$ cat src/rtl/hvac_pkg.sv
`default_nettype none
// +--------------------------------------------------------------------------+
// | hvac_pkg : shared encodings and default thresholds for the HVAC blocks.  |
// | Rev 1.0                                                                  |
// +--------------------------------------------------------------------------+
package hvac_pkg;

    typedef enum logic [1:0] {
        ST_IDLE  = 2'd0,
        ST_SERVE = 2'd1,
        ST_DEAD  = 2'd2
    } state_t;

    typedef enum logic {
        MODE_HEAT = 1'b0,
        MODE_COOL = 1'b1
    } mode_t;

    // Also used by the single-room AC controller.
    localparam int HEAT_TH_DEF = 18;
    localparam int COOL_TH_DEF = 22;

endpackage
`default_nettype wire

$ cat src/rtl/hvac_rr_picker.sv
`default_nettype none
// +--------------------------------------------------------------------------+
// | hvac_rr_picker : combinational round-robin search starting at ptr+1.     |
// | Rev 1.0                                                                  |
// +--------------------------------------------------------------------------+
module hvac_rr_picker #(
    parameter int NZONES = 4,
    parameter int PW     = $clog2(NZONES)
) (
    input  logic [NZONES-1:0] i_demand,
    input  logic [PW-1:0]     i_ptr,
    output logic [PW-1:0]     o_idx,
    output logic              o_valid
);

    logic [PW-1:0] w_cand;

    // Scan from the farthest offset down so the nearest requester after ptr wins.
    always_comb begin
        o_idx   = '0;
        o_valid = 1'b0;
        w_cand  = '0;
        for (int k = NZONES; k >= 1; k--) begin
            w_cand = PW'((int'(i_ptr) + k) % NZONES);
            if (i_demand[w_cand]) begin
                o_idx   = w_cand;
                o_valid = 1'b1;
            end
        end
    end

endmodule
`default_nettype wire

$ cat src/rtl/hvac_zone_scheduler.sv
`default_nettype none
// +--------------------------------------------------------------------------+
// | hvac_zone_scheduler : round-robin sharing of one heat/cool plant between |
// | NZONES rooms with minimum run time. Optional dead time: HVAC_DEADTIME_EN |
// | Rev 1.0                                                                  |
// +--------------------------------------------------------------------------+
module hvac_zone_scheduler
    import hvac_pkg::*;
#(
    parameter int NZONES  = 4,
    parameter int TW      = 5,
    parameter int HEAT_TH = HEAT_TH_DEF,
    parameter int COOL_TH = COOL_TH_DEF,
    parameter int MIN_RUN = 8,
    parameter int DEAD    = 4
) (
    input  logic                 clk,
    input  logic                 rst,
    input  logic                 enable,
    input  logic [NZONES*TW-1:0] temperature,
    output logic                 heating,
    output logic                 cooling,
    output logic [NZONES-1:0]    zone_sel
);

    localparam int PW = $clog2(NZONES);
    localparam int RW = (MIN_RUN > 1) ? $clog2(MIN_RUN) : 1;
    localparam logic [RW-1:0] C_RUN_LAST = RW'(MIN_RUN - 1);

    logic [NZONES-1:0] w_heat_dem;
    logic [NZONES-1:0] w_cool_dem;
    logic [NZONES-1:0] w_dem;

    for (genvar gi = 0; gi < NZONES; gi++) begin : g_demand
        logic [TW-1:0] w_t;
        assign w_t            = temperature[gi*TW +: TW];
        assign w_heat_dem[gi] = (w_t <= TW'(HEAT_TH));
        assign w_cool_dem[gi] = (w_t >= TW'(COOL_TH));
    end
    assign w_dem = w_heat_dem | w_cool_dem;

    state_t            r_state, w_state_nx;
    mode_t             r_mode,  w_mode_nx;
    logic [PW-1:0]     r_ptr,   w_ptr_nx;
    logic [RW-1:0]     r_run,   w_run_nx;
    logic              r_heating, w_heating_nx;
    logic              r_cooling, w_cooling_nx;
    logic [NZONES-1:0] r_sel,     w_sel_nx;

`ifdef HVAC_DEADTIME_EN
    localparam int DW = (DEAD > 1) ? $clog2(DEAD) : 1;
    localparam logic [DW-1:0] C_DEAD_LAST = DW'(DEAD - 1);
    logic [DW-1:0] r_dead, w_dead_nx;
`else
    // DEAD only matters when the dead-time state is built.
    logic w_unused_dead;
    assign w_unused_dead = (DEAD > 0);
`endif

    logic [PW-1:0]     w_pick_idx;
    logic              w_pick_valid;

    hvac_rr_picker #(
        .NZONES (NZONES),
        .PW     (PW)
    ) u_picker (
        .i_demand (w_dem),
        .i_ptr    (r_ptr),
        .o_idx    (w_pick_idx),
        .o_valid  (w_pick_valid)
    );

    // In SERVE, r_ptr is the granted zone.
    logic [NZONES-1:0] w_gnt_oh;
    logic              w_keep;
    logic              w_other;
    logic              w_run_done;
    logic              w_release;

    assign w_gnt_oh   = NZONES'(1) << r_ptr;
    assign w_keep     = (r_mode == MODE_HEAT) ? w_heat_dem[r_ptr] : w_cool_dem[r_ptr];
    assign w_other    = |(w_dem & ~w_gnt_oh);
    assign w_run_done = (r_run >= C_RUN_LAST);
    assign w_release  = w_run_done & (~w_keep | ~enable | w_other);

    always_comb begin
        w_state_nx   = r_state;
        w_mode_nx    = r_mode;
        w_ptr_nx     = r_ptr;
        w_run_nx     = r_run;
        w_heating_nx = 1'b0;
        w_cooling_nx = 1'b0;
        w_sel_nx     = '0;
`ifdef HVAC_DEADTIME_EN
        w_dead_nx    = r_dead;
`endif
        case (r_state)
            ST_IDLE: begin
                if (enable && w_pick_valid) begin
                    w_state_nx   = ST_SERVE;
                    w_ptr_nx     = w_pick_idx;
                    w_mode_nx    = w_heat_dem[w_pick_idx] ? MODE_HEAT : MODE_COOL;
                    w_run_nx     = '0;
                    w_heating_nx = w_heat_dem[w_pick_idx];
                    w_cooling_nx = ~w_heat_dem[w_pick_idx];
                    w_sel_nx     = NZONES'(1) << w_pick_idx;
                end
            end
            ST_SERVE: begin
                if (w_release) begin
`ifdef HVAC_DEADTIME_EN
                    w_state_nx = ST_DEAD;
                    w_dead_nx  = '0;
`else
                    w_state_nx = ST_IDLE;
`endif
                end else begin
                    w_heating_nx = (r_mode == MODE_HEAT);
                    w_cooling_nx = (r_mode == MODE_COOL);
                    w_sel_nx     = w_gnt_oh;
                    if (!w_run_done) begin
                        w_run_nx = r_run + 1'b1;
                    end
                end
            end
`ifdef HVAC_DEADTIME_EN
            ST_DEAD: begin
                if (r_dead == C_DEAD_LAST) begin
                    w_state_nx = ST_IDLE;
                end else begin
                    w_dead_nx = r_dead + 1'b1;
                end
            end
`endif
            default: w_state_nx = ST_IDLE;
        endcase
    end

    always_ff @(posedge clk) begin
        if (rst) begin
            r_state   <= ST_IDLE;
            r_mode    <= MODE_HEAT;
            r_ptr     <= PW'(NZONES - 1);
            r_run     <= '0;
            r_heating <= 1'b0;
            r_cooling <= 1'b0;
            r_sel     <= '0;
`ifdef HVAC_DEADTIME_EN
            r_dead    <= '0;
`endif
        end else begin
            r_state   <= w_state_nx;
            r_mode    <= w_mode_nx;
            r_ptr     <= w_ptr_nx;
            r_run     <= w_run_nx;
            r_heating <= w_heating_nx;
            r_cooling <= w_cooling_nx;
            r_sel     <= w_sel_nx;
`ifdef HVAC_DEADTIME_EN
            r_dead    <= w_dead_nx;
`endif
        end
    end

    assign heating  = r_heating;
    assign cooling  = r_cooling;
    assign zone_sel = r_sel;

endmodule
`default_nettype wire
$ cat config.mk
export PLATFORM = sky130hd
export DESIGN_NAME = hvac_zone_scheduler
export DESIGN_NICKNAME = d
export VERILOG_FILES = /design/src/rtl/hvac_pkg.sv /design/src/rtl/hvac_rr_picker.sv /design/src/rtl/hvac_zone_scheduler.sv
export SDC_FILE = /design/constraint.sdc
export NUM_CORES = 1
export LEC_CHECK = 0
export ABC_AREA = 1
export CELL_PAD_IN_SITES_DETAIL_PLACEMENT = 1
export CELL_PAD_IN_SITES_GLOBAL_PLACEMENT = 2
export CORE_MARGIN = 2
export CORE_UTILIZATION = 23
export DETAILED_ROUTE_END_ITERATION = 8
export GPL_ROUTABILITY_DRIVEN = 0
export PLACE_DENSITY_LB_ADDON = 0.1
export SLEW_MARGIN = 0
export SYNTH_ARGS = -nofsm -noshare
export SYNTH_HDL_FRONTEND = slang
export SYNTH_SLANG_ARGS = --single-unit
$ cat constraint.sdc
create_clock -name clk -period 2.1 [get_ports clk]
set_input_delay 0.42 -clock clk [delete_from_list [all_inputs] [get_ports clk]]
set_output_delay 0.42 -clock clk [all_outputs]
set_load 0.01 [all_outputs]
After elaboration in Yosys (flattened, before gate mapping):

Index checks and enable logic that the tools add are counted.

* add/subtract/negate cells: 5
* $lt $le $gt $ge: 15
* equality and inequality tests: 5
* shifts and indexed selects: 2
* mux-type cells: 40
* bitwise logic cells: 10
* reduce and logical (&&, ||, !) cells: 7

Operator list (count)
* 5-bit >= comparator (second input constant): 4
* 5-bit less-or-equal comparator (second input constant): 4
* 2-bit by 3-bit less-than comparator with 1-bit output (second input constant): 6
* 1-bit 2-to-1 mux: 17
* 1-bit binary-select mux with 2-bit select: 7
* 2-bit 2-to-1 mux: 6
* 3-bit 2-to-1 mux: 3
* 4-bit 2-to-1 mux: 2
* 2-bit != test (second input constant): 4
* 4-bit one-hot mux with 2 select lines: 1
* 1-bit by 2-bit left shift with 4-bit output (first input constant): 2
* 3-bit one-hot mux with 2 select lines: 1
* 2-bit by 1-bit adder with 2-bit output (second input constant): 2
* 2-bit adder (second input constant): 2
* 4-bit AND: 1
* 1-bit NOT: 4
* 4-bit NOT: 1
* 4-bit OR: 1
* 1-bit one-hot mux with 2 select lines: 2
* 2-bit one-hot mux with 2 select lines: 1
* 2-bit AND reduction: 2
* 4-bit AND reduction: 1
* 4-bit OR reduction: 1
* 3-bit by 1-bit adder with 3-bit output (second input constant): 1
* other kinds (7): 8

* register bits: 14
* output and inout bits: 6
* word-level logic and storage cells: 91

Logic depth before layout (Yosys ltp):

Gate-level depths: netlist of run 1.

* word-level depth: 13
* mapped depth: 18
* depth with buffers taken out: 18

Hierarchy:

From an unflattened synthesis of run 1, not the netlist that was laid out.

* cells, all modules: 188
* area total of the unflattened synthesis: 1079.8 um^2

By module, submodules not included
* hvac_zone_scheduler: times used 1, cells each 139, area each 853.3 um^2
* hvac_rr_picker: times used 1, cells each 49, area each 226.5 um^2

Worst setup path before layout of run 1:

Ideal clock, no wire load.

* path type: flip-flop to flip-flop
* from: reg r_ptr[0]
* to: reg r_cooling, in the netlist cooling
* setup time: 0.068 ns
* data arrival time: 1.866 ns
* data required time: 2.032 ns
* path slack: 0.166 ns
* cell stages (with the launch flop): 16
* buffers on the path: 1
* clock period less this slack: 1.934 ns
* cell sequence: dfxtp_1 > inv_2 > buf_4 > ha_1 > nand3b_2 > nand2_1 > nand2_2 > nand2_2 > nand2_4 > nand2_2 > nand2_1 > nand2_1 > nand2_2 > nand2_1 > nand2_1 > a21oi_2

* cells in the longest elaborated chain, start to end: 12
* elaborated cells between the ends (all ways): 40
* classes of those cells: add/sub: 4; shift: 1; mux: 26; bitwise: 7; reduce/logical: 2

Ends and longest elaborated chain
* start: declaration: RTL line hvac_zone_scheduler.sv:44 `logic [PW-1:0] r_ptr, w_ptr_nx;`
* start signal: assignment: RTL line hvac_zone_scheduler.sv:143 `r_ptr <= PW'(NZONES - 1);`
* start signal: assignment: RTL line hvac_zone_scheduler.sv:154 `r_ptr <= w_ptr_nx;`
* 2-bit by 1-bit adder with 2-bit output: RTL line hvac_rr_picker.sv:24 `w_cand = PW'((int'(i_ptr) + k) % NZONES);`
* 1-bit binary-select mux with 2-bit select: RTL line hvac_rr_picker.sv:25 `if (i_demand[w_cand]) begin`
* 1-bit 2-to-1 mux (implied by the code): RTL line hvac_rr_picker.sv:25
* 2-bit 2-to-1 mux (4 in a row): RTL line hvac_rr_picker.sv:25
* 1-bit binary-select mux with 2-bit select: RTL line hvac_zone_scheduler.sv:105 `w_cooling_nx = ~w_heat_dem[w_pick_idx];`
* 1-bit 2-to-1 mux (implied by the code): RTL line hvac_zone_scheduler.sv:105
* 1-bit NOT: RTL line hvac_zone_scheduler.sv:105
* 1-bit 2-to-1 mux: RTL line hvac_zone_scheduler.sv:99 `if (enable && w_pick_valid) begin`
* 1-bit one-hot mux with 2 select lines (*): RTL line hvac_zone_scheduler.sv:97 `case (r_state)`
* end signal: assignment: RTL line hvac_zone_scheduler.sv:157 `r_cooling <= w_cooling_nx;`
* end: declaration: RTL line hvac_zone_scheduler.sv:47 `logic r_cooling, w_cooling_nx;`

Mark *: on every way between the ends. The rest lies on a longest branch, timed or not. The select of a mux whose other input is x is not followed.
A chain may end at the register's enable or synchronous reset.

Worst setup path in the final report of run 1:

* from: reg r_ptr[1]
* to: reg r_cooling, in the netlist cooling

The elaborated chain is that of the path after synthesis.

==> flow_metrics.tcl, run 1 <==
set metrics [dict create \
    path_class "register to register" \
    p_clk_share_pct 18.2 \
    swShare_pct 40.7 \
    final_common_cell "nand2_1" \
    ys_seq_area_share_pct 22.0 \
    async_flop_share_pct 0 \
    final_cell_mix "nand2_1, buf_4, nand2_2" \
    cp_cell_sequence "inv_1 -> ha_2 -> nand3b_4 -> nand2_2 -> nand2_4 -> nand2_4 -> nand2_4 -> nand2_4 -> nand2_1 -> nand2_1 -> nand2_2 -> nand2_1 -> nand2_1 -> a21oi_2" \
    p_comb_share_pct 58.0 \
    die_w_microns 75.8 \
    start_kind "register" \
    clk_latency_ns 0.24 \
    finalHoldViolCount 0 \
    synth_ff_type "dfxtp_1" \
    core_area_sq_mm 0.00504 \
    dr.pass1.iters 4 \
    drc 0 \
    setup_slack_ns 0.124 \
    io_buffer_count 28 \
    row_count 26 \
    leakagePower_nw 1.04 \
    synth-edff-count 0 \
    ys_types 32 \
    power.density_mw_per_mm2 594 \
    cts_buffers 3 \
    grt_max_degree 14 \
    worstPathRequired_ns 2.27 \
    cp.arrival_ns 2.14 \
    critPathTopFamily "simple AND/OR/NAND/NOR gates" \
    power.switching_w 0.000494 \
    antenna_found_initial 0 \
    die-area_sq_mm 0.00574 \
    cp_num_buf_inv 1 \
    grt-ovfl-total 0 \
    tns_ns 0 \
    io_pins 29 \
    dieHeight_microns 75.8 \
    grt_pass1_vias 1461 \
    endpoint_kind "register" \
    root_buffer "clkbuf_8" \
    period_minus_slack_ns 1.98 \
    max_stage_delay_ns 0.39 \
    internal_power_w 0.000720 \
    dp_hpwl_microns 3190 \
    clk_pin_slew_worst_paths_ns 0.06 \
    seqPwrFrac_pct 23.8 \
    clockBufferDepth 2 \
    nets 264 \
    grt_pass1_wl_microns 6530 \
    critical_path.max_fanout 6 \
    maxCapViolCount 0 \
    hold_class "register to register" \
    netlist_area_sq_mm 0.00118 \
    htree_num_levels 1 \
    n_antenna_cell 0 \
    wl_per_cell_microns 13.4 \
    ys_ff_latch 13 \
    ys_warn_count 0 \
    track_usage_pct 14.6 \
    area_growth_pct 72.7 \
    viasPerCell 4.44 \
    ir_drop_mv 0.214 \
    cts_sinks 13 \
    syn_nets 206 \
    slowest_stage "ha_2" \
    max_slew_margin_pct 68.5 \
    cts_tree "done" \
    vias 1351 \
    synthesis.instances 177 \
    fin_crit_sh_pct 94.1 \
    pre_cts_ws_ns -0.318 \
    ant_nets 0 \
    status "finished, final reports clean" \
    syn-mean-instance-area_sq_um 6.69 \
    drt_wl_total_microns 4080 \
    drive_gt1_share_pct 45.3 \
    achievable-frequency_ghz 0.506 \
    drt_iter0_markers 27 \
    setup-violations-final 0 \
    worst_slew_pin_slew_ns 0.472 \
    drv_slew 0 \
    clock_skew_ns 0.000799 \
    start_util_pct 23.5 \
]
-- sequential cells by signal, summed over array words and instances (netlist names) --
signal,count
cooling,1
heating,1
r_mode,1
r_ptr,2
r_run,3
r_state,1
zone_sel,4
-- tightest hold or removal path, delay by kind of cell (launching register included) --
family	cells	cell delay (ns)
AND/OR/NAND/NOR	1	0.07
flip-flops	1	0.32
AO/OA/AOI/OAI	1	0.05
-- synth_stat cells (4+ instances only) --
cell type | number | area (sq um)
nand2_1 | 48 | 180
inv_1 | 21 | 78.8
nand3_1 | 15 | 75.1
dfxtp_1 | 13 | 260
a21oi_1 | 11 | 55.1
nand2_2 | 9 | 56.3
nor2_1 | 9 | 33.8
nand3_2 | 7 | 70.1
ha_1 | 6 | 75.1
o21ai_0 | 6 | 30.0
nor2_2 | 4 | 25.0
-- cell type report --
cell class                      count  area (sq um)
Clock buffer                        4          45.0
Multi-Input combinational cell    135          1020
Timing Repair Buffer               57           538
Sequential cell                    13           260
Tap cell                           70          87.6
Inverter                           25          96.3
Fill cell                         626          3000
-- layer usage --
metal | vias up | part of all wire [%] | global-route usage [%]
met5 | - | 0 | 0
met4 | 0 | 0 | 1.75
met3 | 0 | 2.4 | 2.12
met2 | 16 | 54 | 28.5
met1 | 649 | 44 | 17.0
li1 | 686 | - | -
-- kinds of logic after synthesis --
logic type / synth area share, %
and+or+nand+nor: 43.4
AOI/OAI and AO/OA: 18.1
adders and majority gates: 6.34
buffers and inverters: 10.2
DFF: 22.0
-- power by group through the flow --
stage               Combinational [W]  Sequential, W  Clock, W
CTS                          0.000609       0.000288  0.000232
global route                 0.000767       0.000291  0.000243
finish                       0.000704       0.000289  0.000222
global placement             0.000557       0.000293         0
detailed placement           0.000562       0.000294         0
floorplan                    0.000339       0.000302         0
-- worst paths after layout --
path	from	to	slack (ns)	cells after the start
worst max register to register	r_ptr[1]	cooling	0.12	14
worst min register to register	r_run[1]	r_run[1]	0.49	2
worst min-delay path	r_run[1]	r_run[1]	0.49	2
worst max-delay path	r_ptr[1]	cooling	0.12	14
-- repair_timing --
item | in CTS | in global routing
buffers inserted | 5 | 8
hold buffers | 0 | 0
endpoints found under the setup margin | 10 | 12
resized for setup | 19 | 57
gates cloned | 0 | 0
pin swaps | 17 | 33
-- per-stage QoR --
step / power (W) / utilization, % / cell area (sq um) / hold slack [ns] / std cells
4_1_cts: 0.00113 / 35.7 / 1800 / 0.491 / 296
3_5_place_dp: 0.000856 / 32.6 / 1650 / 0.482 / 287
6_report: 0.00121 / 40.6 / 2050 / 0.488 / 304
2_1_floorplan: 0.000640 / - / 1180 / 0.455 / 177
5_1_grt: 0.00130 / 40.6 / 2050 / 0.521 / 304
3_3_place_gp: 0.000849 / 32.6 / 1650 / 0.471 / 287
(Power assumes the default switching activity.)
==> run 2, diff against run 1 <==
Settings changed: TNS_END_PERCENT from default to 20.
==> results of run 2 <==
Same layout as run 1: the final DEF is identical, and so are final timing and power.
==> run 3, diff against run 2 <==
Settings changed: CELL_PAD_IN_SITES_DETAIL_PLACEMENT 1 to default, CELL_PAD_IN_SITES_GLOBAL_PLACEMENT 2 to default, CORE_UTILIZATION 23 to 44, CTS_CLUSTER_SIZE from default to 16, PLACE_DENSITY from default to 0.75, PLACE_DENSITY_LB_ADDON 0.1 to default.
==> flow_metrics.tcl, run 3 (synthesis gave the netlist of run 1 again) <==
set metrics [dict create \
    grt_max_degree 14 \
    drt_wl_total_microns 3380 \
    timing.rr.end "r_mode" \
    track_usage_pct 18.4 \
    max_slew_margin_pct 71.0 \
    r2r_start "r_ptr[1]" \
    drc 0 \
    core_area_sq_mm 0.00252 \
    endpoint_kind "register" \
    final_cell_mix "nand2_1, inv_1, buf_4" \
    antenna_found_initial 0 \
    period_minus_slack_ns 2.10 \
    status "finished, violations left" \
    viasPerCell 5.23 \
    achievable-frequency_ghz 0.475 \
    die-area_sq_mm 0.00312 \
    cts_tree "done" \
    cp_num_buf_inv 2 \
    leakagePower_nw 0.939 \
    place_area_sq_mm 0.00160 \
    final_common_cell "nand2_1" \
    worst_slew_pin_slew_ns 0.433 \
    die_w_microns 55.9 \
    start_util_pct 47.0 \
    drt_iter0_markers 51 \
    clk_pin_slew_worst_paths_ns 0.08 \
    wl_per_cell_microns 13.4 \
    whs_endpoint "r_run[2]" \
    fin_crit_sh_pct 100 \
    dr.pass1.iters 4 \
    grt_pass1_vias 1234 \
    vias 1324 \
    slowest_stage "clkdlybuf4s50_1" \
    ir_drop_mv 0.478 \
    cts_sinks 13 \
    violations "negative setup slack" \
    start_kind "primary input" \
    setup_slack_ns -0.00481 \
    area_growth_pct 52.5 \
    power.density_mw_per_mm2 588 \
    hold_class "register to register" \
    maxCapViolCount 0 \
    dp_hpwl_microns 2340 \
    finalPower_w 0.00106 \
    clockBufferDepth 2 \
    clk_latency_ns 0.27 \
    root_buffer "clkbuf_4" \
    n_antenna_cell 0 \
    io_pins 29 \
    io_buffer_count 28 \
    setup-violations-final 1 \
    max_stage_delay_ns 0.46 \
    post-route-util_pct 71.6 \
    drv_slew 0 \
    nets 253 \
    finalHoldViolCount 0 \
    worstPathRequired_ns 2.30 \
    path_class "primary input to register" \
    timing.reg2reg.worst_path_depth 14 \
    grt_pass1_wl_microns 4820 \
    htree_num_levels 1 \
    ant_nets 0 \
    grt-ovfl-total 0 \
    dieHeight_microns 55.9 \
    clock_skew_ns 0.000499 \
    min_from "r_run[2]" \
    largest_register_ffs 4 \
    critical_path.max_fanout 4 \
    r2r_slack_ns 0.21 \
    critPathTopFamily "compound AO/OA/AOI/OAI gates" \
    row_count 18 \
    drive_gt1_share_pct 35.9 \
    finalInstanceArea_sq_mm 0.00181 \
    cts_buffers 3 \
    cp.arrival_ns 2.31 \
    cp_cell_sequence "clkdlybuf4s50_1 -> nand2_1 -> a21oi_4 -> and2_4 -> o21ai_2 -> a21oi_1 -> a31oi_2 -> buf_4 -> nor2_2 -> nand2_1 -> a21oi_1" \
    whs_path_depth 2 \
]
==> run 3: cell types whose count changed in the layout (fill, tap and decap cells not counted), moves of 2 or more <==
cell             delta
buf_4              -11
clkbuf_4            +3
clkbuf_8            -3
clkdlybuf4s50_1     +6
dlygate4sd2_1       -2
dlymetal6s2s_1      -4
inv_1               +3
inv_2               -2
nand2_1             +6
nand2_2             -3
nand2_4             -3
nand3_1             +2
nand3_4             -3
==> run 3: how the worst max path moves through the flow <==
stage	start	cells after the start	slack (ns)	end
3_5_place_dp	temperature[13]	18	-0.26	cooling
3_3_place_gp	temperature[13]	18	-0.23	cooling
2_1_floorplan	r_ptr[0]	15	0.17	cooling
6_report	temperature[10]	11	-0.005	r_run[1]
4_1_cts	temperature[13]	18	0.009	cooling
5_1_grt	temperature[10]	11	-0.10	r_run[2]
==> run 3: area by class of cell <==
class / count / area [sq um]
Tap cell: 30 / 37.5
Timing Repair Buffer: 46 / 448
Inverter: 25 / 93.8
Multi-Input combinational cell: 135 / 941
Clock buffer: 4 / 26.3
Sequential cell: 13 / 260
Fill cell: 217 / 716
==> run 3: metal layers <==
metal / GRT usage (%) / part of all wire (%) / vias to the layer above
met5: 0 / 0 / -
met4: 2.72 / 1.2 / 0
met3: 3.95 / 5.2 / 4
met2: 34.7 / 54 / 55
met1: 21.6 / 40 / 603
li1: - / - / 662
==> run 3: worst reg2reg max path: stages (launching register included) <==
cell,delay (ns)
dfxtp_1,0.34
inv_1,0.06
ha_1,0.44
nand3b_4,0.21
nand2_4,0.06
nand2_4,0.08
nand2_4,0.06
nand2_4,0.07
nand2_4,0.05
nand2_1,0.08
nand2_2,0.06
nand2_2,0.07
nand3_2,0.09
nand2_1,0.07
inv_1,0.04
==> run 3: repair_timing <==
item	in CTS	in global routing
endpoints found under the setup margin	0	12
hold buffers	0	0
resized for setup	0	48
buffers inserted	0	2
==> run 3: metrics by stage <==
stage / std cells / hold WS, ns / TNS, ns / worst slack, ns
floorplan: 177 / 0.455 / 0 / 0.166
global placement: 247 / 0.467 / -1.79 / -0.232
detailed placement: 247 / 0.480 / -2.76 / -0.262
CTS: 251 / 0.490 / 0 / 0.00852
global route: 253 / 0.522 / -0.587 / -0.102
finish: 253 / 0.486 / -0.00481 / -0.00481
==> run 3: power by group <==
group | switching (W) | total [W] | internal, W | leakage [nW]
Clock | 0.0000801 | 0.000154 | 0.0000737 | 0.0150
Sequential | 0.0000144 | 0.000288 | 0.000274 | 0.107
Combinational | 0.000358 | 0.000621 | 0.000263 | 0.817
Total | 0.000453 | 0.00106 | 0.000610 | 0.939
